===== src/rtl/maple_pkg.sv =====
// Maple bus pattern constants shared by the start/end pattern encoder and decoder.
package maple_pkg;

    localparam logic [2:0] KIND_FRAME = 3'd0;
    localparam logic [2:0] KIND_CRC   = 3'd1;
    localparam logic [2:0] KIND_OCC   = 3'd2;
    localparam logic [2:0] KIND_RESET = 3'd3;
    localparam logic [2:0] KIND_END   = 3'd4;

    localparam logic [3:0] N_FRAME = 4'd4;
    localparam logic [3:0] N_CRC   = 4'd6;
    localparam logic [3:0] N_OCC   = 4'd8;
    localparam logic [3:0] N_RESET = 4'd14;
    localparam logic [3:0] N_END   = 4'd2;

    function automatic logic kind_legal(input logic [2:0] kind);
        return kind <= KIND_END;
    endfunction

    function automatic logic [3:0] pulse_count(input logic [2:0] kind);
        case (kind)
            KIND_FRAME: return N_FRAME;
            KIND_CRC:   return N_CRC;
            KIND_OCC:   return N_OCC;
            KIND_RESET: return N_RESET;
            KIND_END:   return N_END;
            default:    return 4'd0;
        endcase
    endfunction

endpackage


===== src/rtl/phase_timer.sv =====
// Phase down-counter: reloads to PHASE_CYCLES-1 on load, expire is high while at zero.
module phase_timer #(
    parameter int PHASE_CYCLES = 4,
    parameter int CNT_W        = 8
) (
    input  logic clk,
    input  logic reset,
    input  logic load,
    output logic expire
);

    logic [CNT_W-1:0] cnt;

    always_ff @(posedge clk or negedge reset) begin
        if (!reset)
            cnt <= '0;
        else if (load)
            cnt <= CNT_W'(PHASE_CYCLES - 1);
        else if (cnt != '0)
            cnt <= cnt - CNT_W'(1);
    end

    assign expire = (cnt == '0);

endmodule


===== src/rtl/start_frame_encoder.sv =====
// Maple bus start/end pattern transmitter driving SDCKA/SDCKB while a pattern is in flight.
module start_frame_encoder
    import maple_pkg::*;
#(
    parameter int PHASE_CYCLES = 4,
    parameter int CNT_W        = 8
) (
    input  logic       clk,
    input  logic       reset,
    input  logic       req,
    input  logic [2:0] kind,
    output logic       busy,
    output logic       done,
    output logic       err,
    output logic       sdcka_out,
    output logic       sdckb_out,
    output logic       sdck_oe
);

    typedef enum logic [3:0] {
        IDLE, S_ALOW, S_BLOW, S_BHIGH, S_ARISE, E_BLOW, E_ALOW, E_AHIGH, E_BRISE
    } state_t;

    state_t     state;
    logic [3:0] pulses;
    logic       expire;
    logic       accept;
    logic       load;

    assign accept = (state == IDLE) && req && kind_legal(kind);
    // Timer restarts on every phase boundary, including the first phase at accept.
    assign load   = accept || ((state != IDLE) && expire);

    phase_timer #(.PHASE_CYCLES(PHASE_CYCLES), .CNT_W(CNT_W)) timer (
        .clk    (clk),
        .reset  (reset),
        .load   (load),
        .expire (expire)
    );

    always_ff @(posedge clk or negedge reset) begin
        if (!reset) begin
            state     <= IDLE;
            pulses    <= 4'd0;
            busy      <= 1'b0;
            done      <= 1'b0;
            err       <= 1'b0;
            sdcka_out <= 1'b1;
            sdckb_out <= 1'b1;
            sdck_oe   <= 1'b0;
        end else begin
            done <= 1'b0;
            err  <= 1'b0;
            case (state)
                IDLE: if (req) begin
                    if (kind_legal(kind)) begin
                        busy    <= 1'b1;
                        sdck_oe <= 1'b1;
                        pulses  <= pulse_count(kind);
                        if (kind == KIND_END) begin
                            state     <= E_BLOW;
                            sdckb_out <= 1'b0;
                        end else begin
                            state     <= S_ALOW;
                            sdcka_out <= 1'b0;
                        end
                    end else begin
                        err <= 1'b1;
                    end
                end
                S_ALOW: if (expire) begin
                    state     <= S_BLOW;
                    sdckb_out <= 1'b0;
                end
                S_BLOW: if (expire) begin
                    state     <= S_BHIGH;
                    sdckb_out <= 1'b1;
                end
                S_BHIGH: if (expire) begin
                    pulses <= pulses - 4'd1;
                    if (pulses != 4'd1) begin
                        state     <= S_BLOW;
                        sdckb_out <= 1'b0;
                    end else begin
                        state     <= S_ARISE;
                        sdcka_out <= 1'b1;
                    end
                end
                E_BLOW: if (expire) begin
                    state     <= E_ALOW;
                    sdcka_out <= 1'b0;
                end
                E_ALOW: if (expire) begin
                    state     <= E_AHIGH;
                    sdcka_out <= 1'b1;
                end
                E_AHIGH: if (expire) begin
                    pulses <= pulses - 4'd1;
                    if (pulses != 4'd1) begin
                        state     <= E_ALOW;
                        sdcka_out <= 1'b0;
                    end else begin
                        state     <= E_BRISE;
                        sdckb_out <= 1'b1;
                    end
                end
                // Both lines are already high here; finishing just releases the bus.
                S_ARISE, E_BRISE: if (expire) begin
                    state   <= IDLE;
                    busy    <= 1'b0;
                    sdck_oe <= 1'b0;
                    done    <= 1'b1;
                end
                default: state <= IDLE;
            endcase
        end
    end

endmodule


===== config.mk =====
export PLATFORM = sky130hd
export DESIGN_NAME = start_frame_encoder
export DESIGN_NICKNAME = d
export VERILOG_FILES = /design/src/rtl/maple_pkg.sv /design/src/rtl/phase_timer.sv /design/src/rtl/start_frame_encoder.sv
export SDC_FILE = /design/constraint.sdc
export NUM_CORES = 1
export LEC_CHECK = 0
export ABC_AREA = 0
export CELL_PAD_IN_SITES_DETAIL_PLACEMENT = 2
export CELL_PAD_IN_SITES_GLOBAL_PLACEMENT = 2
export CORE_MARGIN = 2
export CORE_UTILIZATION = 29
export CTS_CLUSTER_SIZE = 10
export DETAILED_ROUTE_END_ITERATION = 10
export HOLD_SLACK_MARGIN = 0.08
export PLACE_DENSITY = 0.66
export SETUP_SLACK_MARGIN = 0.4
export SLEW_MARGIN = 20
export SYNTH_ARGS = -nofsm -noshare
export SYNTH_HDL_FRONTEND = slang
export SYNTH_SLANG_ARGS = --single-unit

===== constraint.sdc =====
create_clock -name clk -period 4.4 [get_ports clk]
set_clock_uncertainty 0.2 [all_clocks]
set_input_delay 1.1 -clock clk [delete_from_list [all_inputs] [get_ports clk]]
set_output_delay 1.1 -clock clk [all_outputs]
set_load 0.02 [all_outputs]

* After elaboration in Yosys (flattened, before gate mapping)
Cells that the tools add are included.
Widths: inputs -> output; s select.
** Storage, ports and cells
- Flip-flop bits (word level) :: 21
- Bits of input ports :: 6
- Output and inout bits :: 6
- Logic and storage cells :: 103
** Operators by class
- Add/sub/neg operators :: 2
- Order comparisons :: 1
- Eq/ne operators :: 29
- Muxes and demuxes :: 42
- Reduce and logical (&&, ||, !) cells :: 21
** Operator list (count)
- $mux 4 :: 13
- $pmux 4 s8 :: 1
- $ne 2x2->1 const B :: 13
- $pmux 4 s5 :: 1
- $reduce_and 10->1 :: 2
- $mux 1 :: 19
- $eq 4x3->1 const B :: 4
- $mux 8 :: 2
- $pmux 1 s5 :: 2
- $reduce_bool 5->1 :: 2
- $reduce_and 9->1 :: 1
- $eq 4x2->1 const B :: 2
- $logic_not 8->1 :: 1
- $pmux 4 s2 :: 1
- $reduce_and 4->1 :: 2
- $reduce_bool 8->1 :: 1
- $sub 8x1->8 const B :: 1
- $eq 3x2->1 const B :: 2
- $mux 3 :: 2
- $ne 2x1->1 const B :: 3
- $reduce_bool 2->1 :: 3
- $eq 4x1->1 const B :: 1
- $eq 4x4->1 const B :: 1
- $logic_not 4->1 :: 1
- 11 further kinds :: 14

* Longest topological paths before layout
Gate-level depths: netlist of run 1.
- Word-level depth :: 5
- Gate-level depth with buffers :: 8
- Gate-level depth less buffers :: 7

* Hierarchy
From an unflattened synthesis of run 1, not the netlist that was laid out.
** Second synthesis, totals
- Cells, all modules :: 148
- Area total of the unflattened synthesis :: 1350.0 um^2
** By module, submodules not included
- start_frame_encoder :: instances 1, cells each 105, area each 919.6 um^2, seq. area each 327.8 um^2
- phase_timer :: instances 1, cells each 43, area each 430.4 um^2, seq. area each 200.2 um^2

* Least setup slack after synthesis of run 1
No wires, ideal clock.
- Path kind :: input port to flip-flop
- From :: input port kind[1]
- To :: register sdckb_out
- Arrival time :: 2123 ps
- Required time :: 4115 ps
- Setup slack :: 1992 ps
- Cell stages on the path :: 5
- Path buffers :: 0
- Cells stage by stage :: nor3b_1 nand2_1 a221oi_2 mux2i_1 nand3_1
** Between the ends
- Word-level cells in the longest chain between the ends :: 3
** RTL lines
- start: declaration :: RTL line start_frame_encoder.sv:11 : input logic [2:0] kind,
- $le 3x3->1 or $eq 3x3->1 (tied branches) :: RTL line maple_pkg.sv:17, start_frame_encoder.sv:60
- $ne 2x1->1 (no line)
- $reduce_and 10->1 (no line) *
- end signal: assignment :: RTL line start_frame_encoder.sv:49 : sdckb_out <= 1'b1;
- end signal: assignment :: RTL line start_frame_encoder.sv:62 : sdckb_out <= 1'b0;
- end signal: assignment :: RTL line start_frame_encoder.sv:73 : sdckb_out <= 1'b0;
- end: declaration :: RTL line start_frame_encoder.sv:16 : output logic sdckb_out,
Mark *: on every way between the ends. The rest lies on a longest branch, timed or not.
A chain may end at the register's enable or synchronous reset.

* Final worst setup path of run 1
- From :: input port kind[2]
- To :: register sdckb_out
Same word-level chain as after synthesis.

==> results of run 1 <==
==> per-layer routing <==
metal | vias to the layer above | wire (um) | share of wire [%]
li1 | 547 | - | -
met1 | 587 | 1710 | 45
met2 | 2 | 2020 | 53
met3 | 2 | 30 | 0.79
met4 | 0 | 24 | 0.63
met5 | - | 0 | 0
==> layout make-up <==
type                       count  area (um^2)  area share, %
clock buffer                   4         45.0           2.95
inverter                       8         30.0           1.97
multi-input combinational    112          751           49.2
sequential                    21          528           34.6
tap                           54         67.6           4.43
timing repair buffer          11          105           6.89
==> worst min path at each step <==
stage	startpoint	end	slack (ps)	cells after the start
floorplan	timer.cnt[0]	timer.cnt[0]	270	1
global placement	pulses[1]	pulses[1]	300	1
detailed placement	pulses[1]	pulses[1]	310	1
CTS	pulses[1]	pulses[1]	340	1
global route	pulses[1]	pulses[1]	360	1
finish	pulses[1]	pulses[1]	330	1
==> metrics by stage <==
step | cell area (um^2) | util, % | hold slack, ps | power, mW
2_1_floorplan | 1380 | - | 272 | 0.746
5_1_grt | 1530 | 32.8 | 355 | 1.09
6_report | 1530 | 32.8 | 333 | 0.991
3_3_place_gp | 1490 | 31.9 | 296 | 0.825
4_1_cts | 1530 | 32.9 | 335 | 1.01
3_5_place_dp | 1490 | 31.9 | 309 | 0.864
==> power groups by stage <==
stage          clock (mW)  sequential [mW]  combinational (mW)
3_5_place_dp            0            0.408               0.456
2_1_floorplan           0            0.342               0.404
3_3_place_gp            0            0.400               0.426
6_report            0.136            0.403               0.452
4_1_cts             0.141            0.404               0.464
5_1_grt             0.148            0.422               0.520
==> state kept, by name (all words and copies together), names as in the netlist <==
signal / count
sdckb_out: 1
sdcka_out: 1
done: 1
err: 1
sdck_oe: 1
state: 4
timer.cnt: 8
pulses: 4
==> cells in the final DEF, fill, tap and decap left out, types with 2 or more instances in the layout <==
cell type	instances
a21o_1	2
a21oi_1	8
a31oi_1	5
and3_1	3
clkbuf_8	3
clkdlybuf4s50_1	10
dfrtp_1	19
dfstp_2	2
ha_1	4
inv_1	8
nand2_1	11
nand3_1	8
nor2_1	16
nor3_1	6
nor3b_1	2
nor4_1	5
o21a_1	2
o21ai_0	2
o21ai_1	4
o21ai_2	2
o22a_1	2
xnor2_1	2
xor2_1	4
==> worst max-delay path, cell delays in order <==
cell and delay [ps]:
clkdlybuf4s50_1 510, nor3b_1 490, nand2_1 140, a221oi_2 370, mux2i_1 280, nand3_1 100
==> cells by family after synthesis <==
kind of cell | Yosys count | share of synthesized area (%)
AOI/OAI and AO/OA | 36 | 19.4
xor gates and xnor gates | 6 | 3.80
adders and majority gates | 5 | 4.34
buffers and inverters | 18 | 7.59
DFF | 21 | 38.2
muxes | 2 | 1.54
and+or+nand+nor | 63 | 25.1
==> impl_metrics.toml, run 1 <==
[grt]
grt_antenna_before_repair = 0
grt_use_total_pct = 16.3
grt_max_degree = 22
use_met3_pct = 2.07
grt_use_met2_pct = 28.8
busiest_layer = "met2"
grt_pass1_vias = 1308
overflow = 0
grt_pass1_wl_mm = 6.62
gr-usage-met1_pct = 20.6

[synth]
ys_ff_latch = 21
ys_top_cells_by_count = "dfrtp_1, nor2_1, nand2_1"
synth_area_leaders = "dfrtp_1, nor2_1, dfstp_2"
synthCells = 151
yosysSeqAreaShare_pct = 38.2
ys_warn_count = 0
synth.largest_area_cell = "dfrtp_1"
netlist_area_mm2 = 0.00138
synth_edf_count = 0
synth_ff_type = "dfrtp_1"
async_flop_share_pct = 100
synthesis.nets = 161
post-synth-top-count-cell = "dfrtp_1"
syn-mean-instance-area_um2 = 9.16
synth_top_area_share_pct = 34.4
synth_cell_types = 49

[clock_tree]
cts_root_buf = "clkbuf_8"
cts_num_sinks = 21
clk-insertion-delay-late_ps = 260
clk_pin_slew_worst_paths_ps = 80
cts_tree = "done"
h-tree-depth = 1
cts-hold-fix-buffers = 0
cts.path.max_buffers = 2
post_cts_buffers = 0
cts_resized = 0
cts_made_buffers = 3

[critical_path]
timing_worst_setup_path_type = "input pin to flop"
rrSetupSlack_ps = 2100
cp-endpoint = "sdckb_out"
start_kind = "input pin"
regToRegStartpoint = "timer.cnt[2]"
cp_max_fo = 4
crit_path_end_kind = "flop"
cp.required_ps = 4380
timing.rr.end = "sdckb_out"
cp.arrival_ps = 2990
startpoint = "kind[2]"
rr_worst_depth = 5

[cells_and_area]
nets = 167
fillers = 518
syn2layout_area_growth_pct = 10.3
finalNonFillerCells = 210
antennaDiodeCount = 0
drive_gt1_share_pct = 11.5

[power]
p_sw_mw = 0.455
power_leakage_nw = 0.619
powerDensity_mw_per_mm2 = 649
power_frac_comb_pct = 45.6
p_int_mw = 0.536
ir_drop_mv = 0.221
switching_share_pct = 45.9
p_seq_share_pct = 40.7
clkPwrFrac_pct = 13.7

[routing]
drc = 0
wl_per_cell_um = 18.0
firstDrtPassIters = 4
vias_per_cell = 5.42
drtIter0Drc = 39
vias = 1138
wl_mm = 3.79
antenna_left = 0

[placement]
place_hpwl_mm = 2.76
preCtsSetupSlack_ps = 1130
port-buffer-count = 11
dpl.cell_count = 206
gp_congestion = 0.767

[die]
io_pins = 12
die_width_um = 73.1
core_area_mm2 = 0.00466
rows = 25
die_y_um = 73.1
start_util_pct = 29.7
die_area_mm2 = 0.00534

[sta]
slew_headroom_pct = 49.3
min_period_ps = 3000
rsz0062_at_grt = "no"
fin_crit_sh_pct = 68.3
fmax_mhz = 333
report.final.slew_viol_count = 0
setup_violations = 0
setup_tns_ps = 0
finalHoldViolations = 0
timing.final.ws_setup_ps = 1400
tightest_slew_ps = 761

[flow_run]
maxCapViolations = 0

[worst_hold_path]
hold_path_class = "flop to flop"

[outcome]
outcome = "complete, no violations"
(Power assumes the default switching activity.)
==> run 2, diff against run 1 <==
Clock period 4.4 ns to 3.1 ns, I/O delays scaled along.
==> run 2 against run 1 <==
Non-clock buffer count grew 3. Worst hold slack lost 7.5 ps. First-iteration DRC count fell by 26%. Critical path type unchanged. Largest power group unchanged. Setup slack got worse by 690 ps.
==> impl_metrics.toml, run 2 (synthesis results as in run 1) <==
[outcome]
outcome = "complete, no violations"

[die]
core_area_mm2 = 0.00466
die_area_mm2 = 0.00534
rows = 25
io_pins = 12
die_y_um = 73.1
die_width_um = 73.1
start_util_pct = 29.7

[placement]
gp_congestion = 0.843
preCtsSetupSlack_ps = 393
dpl.cell_count = 209
place_hpwl_mm = 2.77
port-buffer-count = 11

[cells_and_area]
finalNonFillerCells = 213
syn2layout_area_growth_pct = 12.4
antennaDiodeCount = 0
regMostFlops = "timer.cnt"
final_common_cell = "dfrtp_1"
nets = 170
largest_reg_flops = 8
top_regs = "timer.cnt (8), pulses (4), state (4)"
final_cell_mix = "dfrtp_1, nor2_1, nand2_1, clkdlybuf4s50_1"
drive_gt1_share_pct = 13.2

[worst_hold_path]
hold_path_class = "flop to flop"

[clock_tree]
cts_tree = "done"
cts_root_buf = "clkbuf_8"
clk_pin_slew_worst_paths_ps = 80
cts_made_buffers = 3
cts-hold-fix-buffers = 0
cts.path.max_buffers = 2
h-tree-depth = 1
post_cts_buffers = 0
cts_num_sinks = 21
cts_resized = 0
clk-insertion-delay-late_ps = 260

[sta]
finalHoldViolations = 0
setup_tns_ps = 0
min_period_ps = 2400
tightest_slew_ps = 778
report.final.slew_viol_count = 0
setup_violations = 0
rsz0062_at_grt = "no"
fin_crit_sh_pct = 77.4
slew_headroom_pct = 48.2
timing.final.ws_setup_ps = 701
fmax_mhz = 417

[grt]
grt_max_degree = 22
grt_pass1_vias = 1349
grt_antenna_before_repair = 0
gr-usage-met1_pct = 19.1
grt_use_total_pct = 15.8
overflow = 0
busiest_layer = "met2"
grt_pass1_wl_mm = 6.45
grt_use_met2_pct = 28.0
use_met3_pct = 2.07

[critical_path]
cp-endpoint = "sdckb_out"
crit_path_end_kind = "flop"
timing.rr.end = "state[2]"
cp.required_ps = 3090
start_kind = "input pin"
regToRegStartpoint = "timer.cnt[3]"
startpoint = "kind[2]"
rrSetupSlack_ps = 930
cp.arrival_ps = 2390
cp_max_fo = 4
timing_worst_setup_path_type = "input pin to flop"
rr_worst_depth = 5

[routing]
wl_per_cell_um = 16.9
antenna_left = 0
drtIter0Drc = 29
firstDrtPassIters = 2
vias = 1141
wl_mm = 3.60
drc = 0
vias_per_cell = 5.36

[power]
power_leakage_nw = 0.637
power.total_mw = 1.40
ir_drop_mv = 0.310
powerDensity_mw_per_mm2 = 899

[flow_run]
maxCapViolations = 0
[run 2: cell count changes in the layout (fill, tap and decap cells not counted)]
cell,before,now
buf_4,0,3
clkinv_2,0,1
buf_2,1,0
clkbuf_1,1,0
clkdlybuf4s50_1,10,11
[run 2: worst min-delay path by stage]
| stage | startpoint | end | slack [ps] | cells after the start |
|---|---|---|---|---|
| floorplan | timer.cnt[0] | timer.cnt[0] | 270 | 1 |
| global route | sdcka_out | sdcka_out | 380 | 2 |
| CTS | pulses[1] | pulses[1] | 340 | 1 |
| detailed placement | pulses[1] | pulses[1] | 320 | 1 |
| finish | pulses[1] | pulses[1] | 330 | 1 |
| global placement | pulses[1] | pulses[1] | 300 | 1 |
[run 2: critical path, stage by stage]
cell	delay, ps
clkdlybuf4s50_1	520
nor3b_1	350
nand2_1	120
a221oi_2	340
mux2i_1	220
nand3_1	80
[run 2: routing by layer]
| metal | wire length (um) | vias up |
|---|---|---|
| li1 | - | 556 |
| met1 | 1570 | 573 |
| met2 | 1940 | 6 |
| met3 | 38 | 6 |
| met4 | 55 | 0 |
| met5 | 0 | - |
[run 2: per-stage QoR]
stage                     utilization [%]  hold slack, ps  cell area [um^2]
after floorplan                         -             272              1380
after global placement               32.4             297              1510
final                                33.4             325              1560
after global routing                 33.4             382              1560
after detailed placement             32.4             317              1510
after CTS                            33.4             337              1560
[run 2: cell type report]
cell class	count	area (um^2)
clock inverters	1	5.00
multi-input cells	112	751
inverters	8	30.0
flip-flops and latches	21	528
clock buffers	3	41.3
repair buffers	14	133
well taps	54	67.6
fillers	513	3110
[run 2: power breakdown]
group	total [mW]	internal (mW)	switching [mW]
Clock	0.188	0.0897	0.0980
Sequential	0.550	0.390	0.160
Combinational	0.660	0.290	0.370
==> run 3, diff against run 2 <==
Clock period 3.1 ns to 2.4 ns, I/O delays scaled along.
==> run 3 against run 2 <==
Final area grew 6.2%. Critical path type is now flop to primary output. Utilization grew 2.1 points. Critical endpoint is now sdckb_out. Clock power grew 30%. Setup slack lost 250 ps. Count of clock-buffer cells in the layout is the same.
==> impl_metrics.toml, run 3 (synthesis results as in run 1) <==
[outcome]
outcome = "complete, no violations"

[clock_tree]
clk_pin_slew_worst_paths_ps = 80
cts.path.max_buffers = 2
h-tree-depth = 1
cts_made_buffers = 3
cts_root_buf = "clkbuf_8"
cts_tree = "done"
cts_num_sinks = 21
clk-insertion-delay-late_ps = 270

[grt]
grt_use_total_pct = 15.8
grt_pass1_vias = 1291
grt_max_degree = 22
overflow = 0
grt_pass1_wl_mm = 6.50
grt_antenna_before_repair = 0

[worst_hold_path]
min_to = "timer.cnt[0]"
min_from = "timer.cnt[0]"
hold_path_class = "flop to flop"
hold_depth = 1

[sta]
setup_violations = 0
slew_headroom_pct = 76.2
fmax_mhz = 514
fin_crit_sh_pct = 81.1
finalHoldViolations = 0
min_period_ps = 1950
report.final.slew_viol_count = 0
tightest_slew_ps = 356
timing.final.ws_setup_ps = 454
rsz0062_at_grt = "yes"

[cells_and_area]
final_cell_mix = "nor2_1, dfrtp_1, nand2_1"
drive_gt1_share_pct = 21.7
finalNonFillerCells = 220
antennaDiodeCount = 0
top_regs = "timer.cnt (8), pulses (4), state (4)"
nets = 177
regMostFlops = "timer.cnt"
final_cell_area_mm2 = 0.00165
largest_reg_flops = 8
syn2layout_area_growth_pct = 19.3

[placement]
dpl_cell_area_mm2 = 0.00155
gp_congestion = 0.823
preCtsSetupSlack_ps = -46.8
port-buffer-count = 11
place_hpwl_mm = 2.83
dpl.cell_count = 214

[routing]
wl_mm = 3.77
vias = 1171
drtIter0Drc = 27
drc = 0
antenna_left = 0
vias_per_cell = 5.32
firstDrtPassIters = 4
wl_per_cell_um = 17.1

[critical_path]
startpoint = "sdckb_out"
rr_worst_depth = 5
crit_path_end_kind = "primary output"
start_kind = "flop"
cp.buffers_inverters = 1
timing_worst_setup_path_type = "flop to primary output"
critical_path.top_delay_family = "flip-flops"
cp_slowest_stage_delay_ps = 570
rrSetupSlack_ps = 490
timing.rr.end = "sdckb_out"
cp.arrival_ps = 1150
slowest_stage = "dfstp_2"
worstPathCellList = "clkdlybuf4s15_1"
regToRegStartpoint = "timer.cnt[3]"
cp.required_ps = 1600
cp_max_fo = 4

[flow_run]
maxCapViolations = 0

[power]
power_leakage_nw = 0.686
power.total_mw = 1.88
ir_drop_mv = 0.450
powerDensity_mw_per_mm2 = 1140

[die]
die_area_mm2 = 0.00534
rows = 25
die_y_um = 73.1
start_util_pct = 29.7
die_width_um = 73.1
core_area_mm2 = 0.00466
io_pins = 12
[run 3: cell type report]
type                       instances  area, um^2
timing repair buffer              21         175
tap                               54        67.6
clock buffer                       3        41.3
inverter                           8        30.0
fill                             517        3010
sequential                        21         532
multi-input combinational        112         801
clock inverter                     1        5.00
[run 3: what timing repair did]
item | 4_1_cts | 5_1_grt
pin swaps | 2 | 1
hold buffers | 0 | 0
setup buffers | 2 | 0
setup endpoints to repair | 18 | 11
gates resized for setup | 16 | 7
cloned | 0 | 0
hold endpoints to repair | 0 | 0
[run 3: stage by stage]
stage               utilization [%]  TNS, ps  hold slack, ps
floorplan                         -        0             104
global placement               33.2        0             295
detailed placement             33.2    -46.8             314
CTS                            35.0        0             327
global route                   35.4        0             353
finish                         35.4        0             320
[run 3: how the worst max path moves through the flow]
stage	end	cells after the start
finish	sdckb_out	1
global route	timer.cnt[5]	6
CTS	sdckb_out	1
detailed placement	sdckb_out	6
global placement	sdckb_out	6
floorplan	sdckb_out	5
[run 3: power breakdown]
group,switching [mW],internal (mW)
sequential,0.237,0.510
clock,0.128,0.116
combinational,0.500,0.393
[run 3: routing by layer]
layer / share of wire (%) / wire, um / vias to the layer above / GRT usage, %
li1: - / - / 569 / -
met1: 45 / 1690 / 585 / 19.9
met2: 51 / 1920 / 9 / 26.6
met3: 2.4 / 89 / 8 / 4.01
met4: 1.9 / 72 / 0 / 4.73
met5: 0 / 0 / - / 0
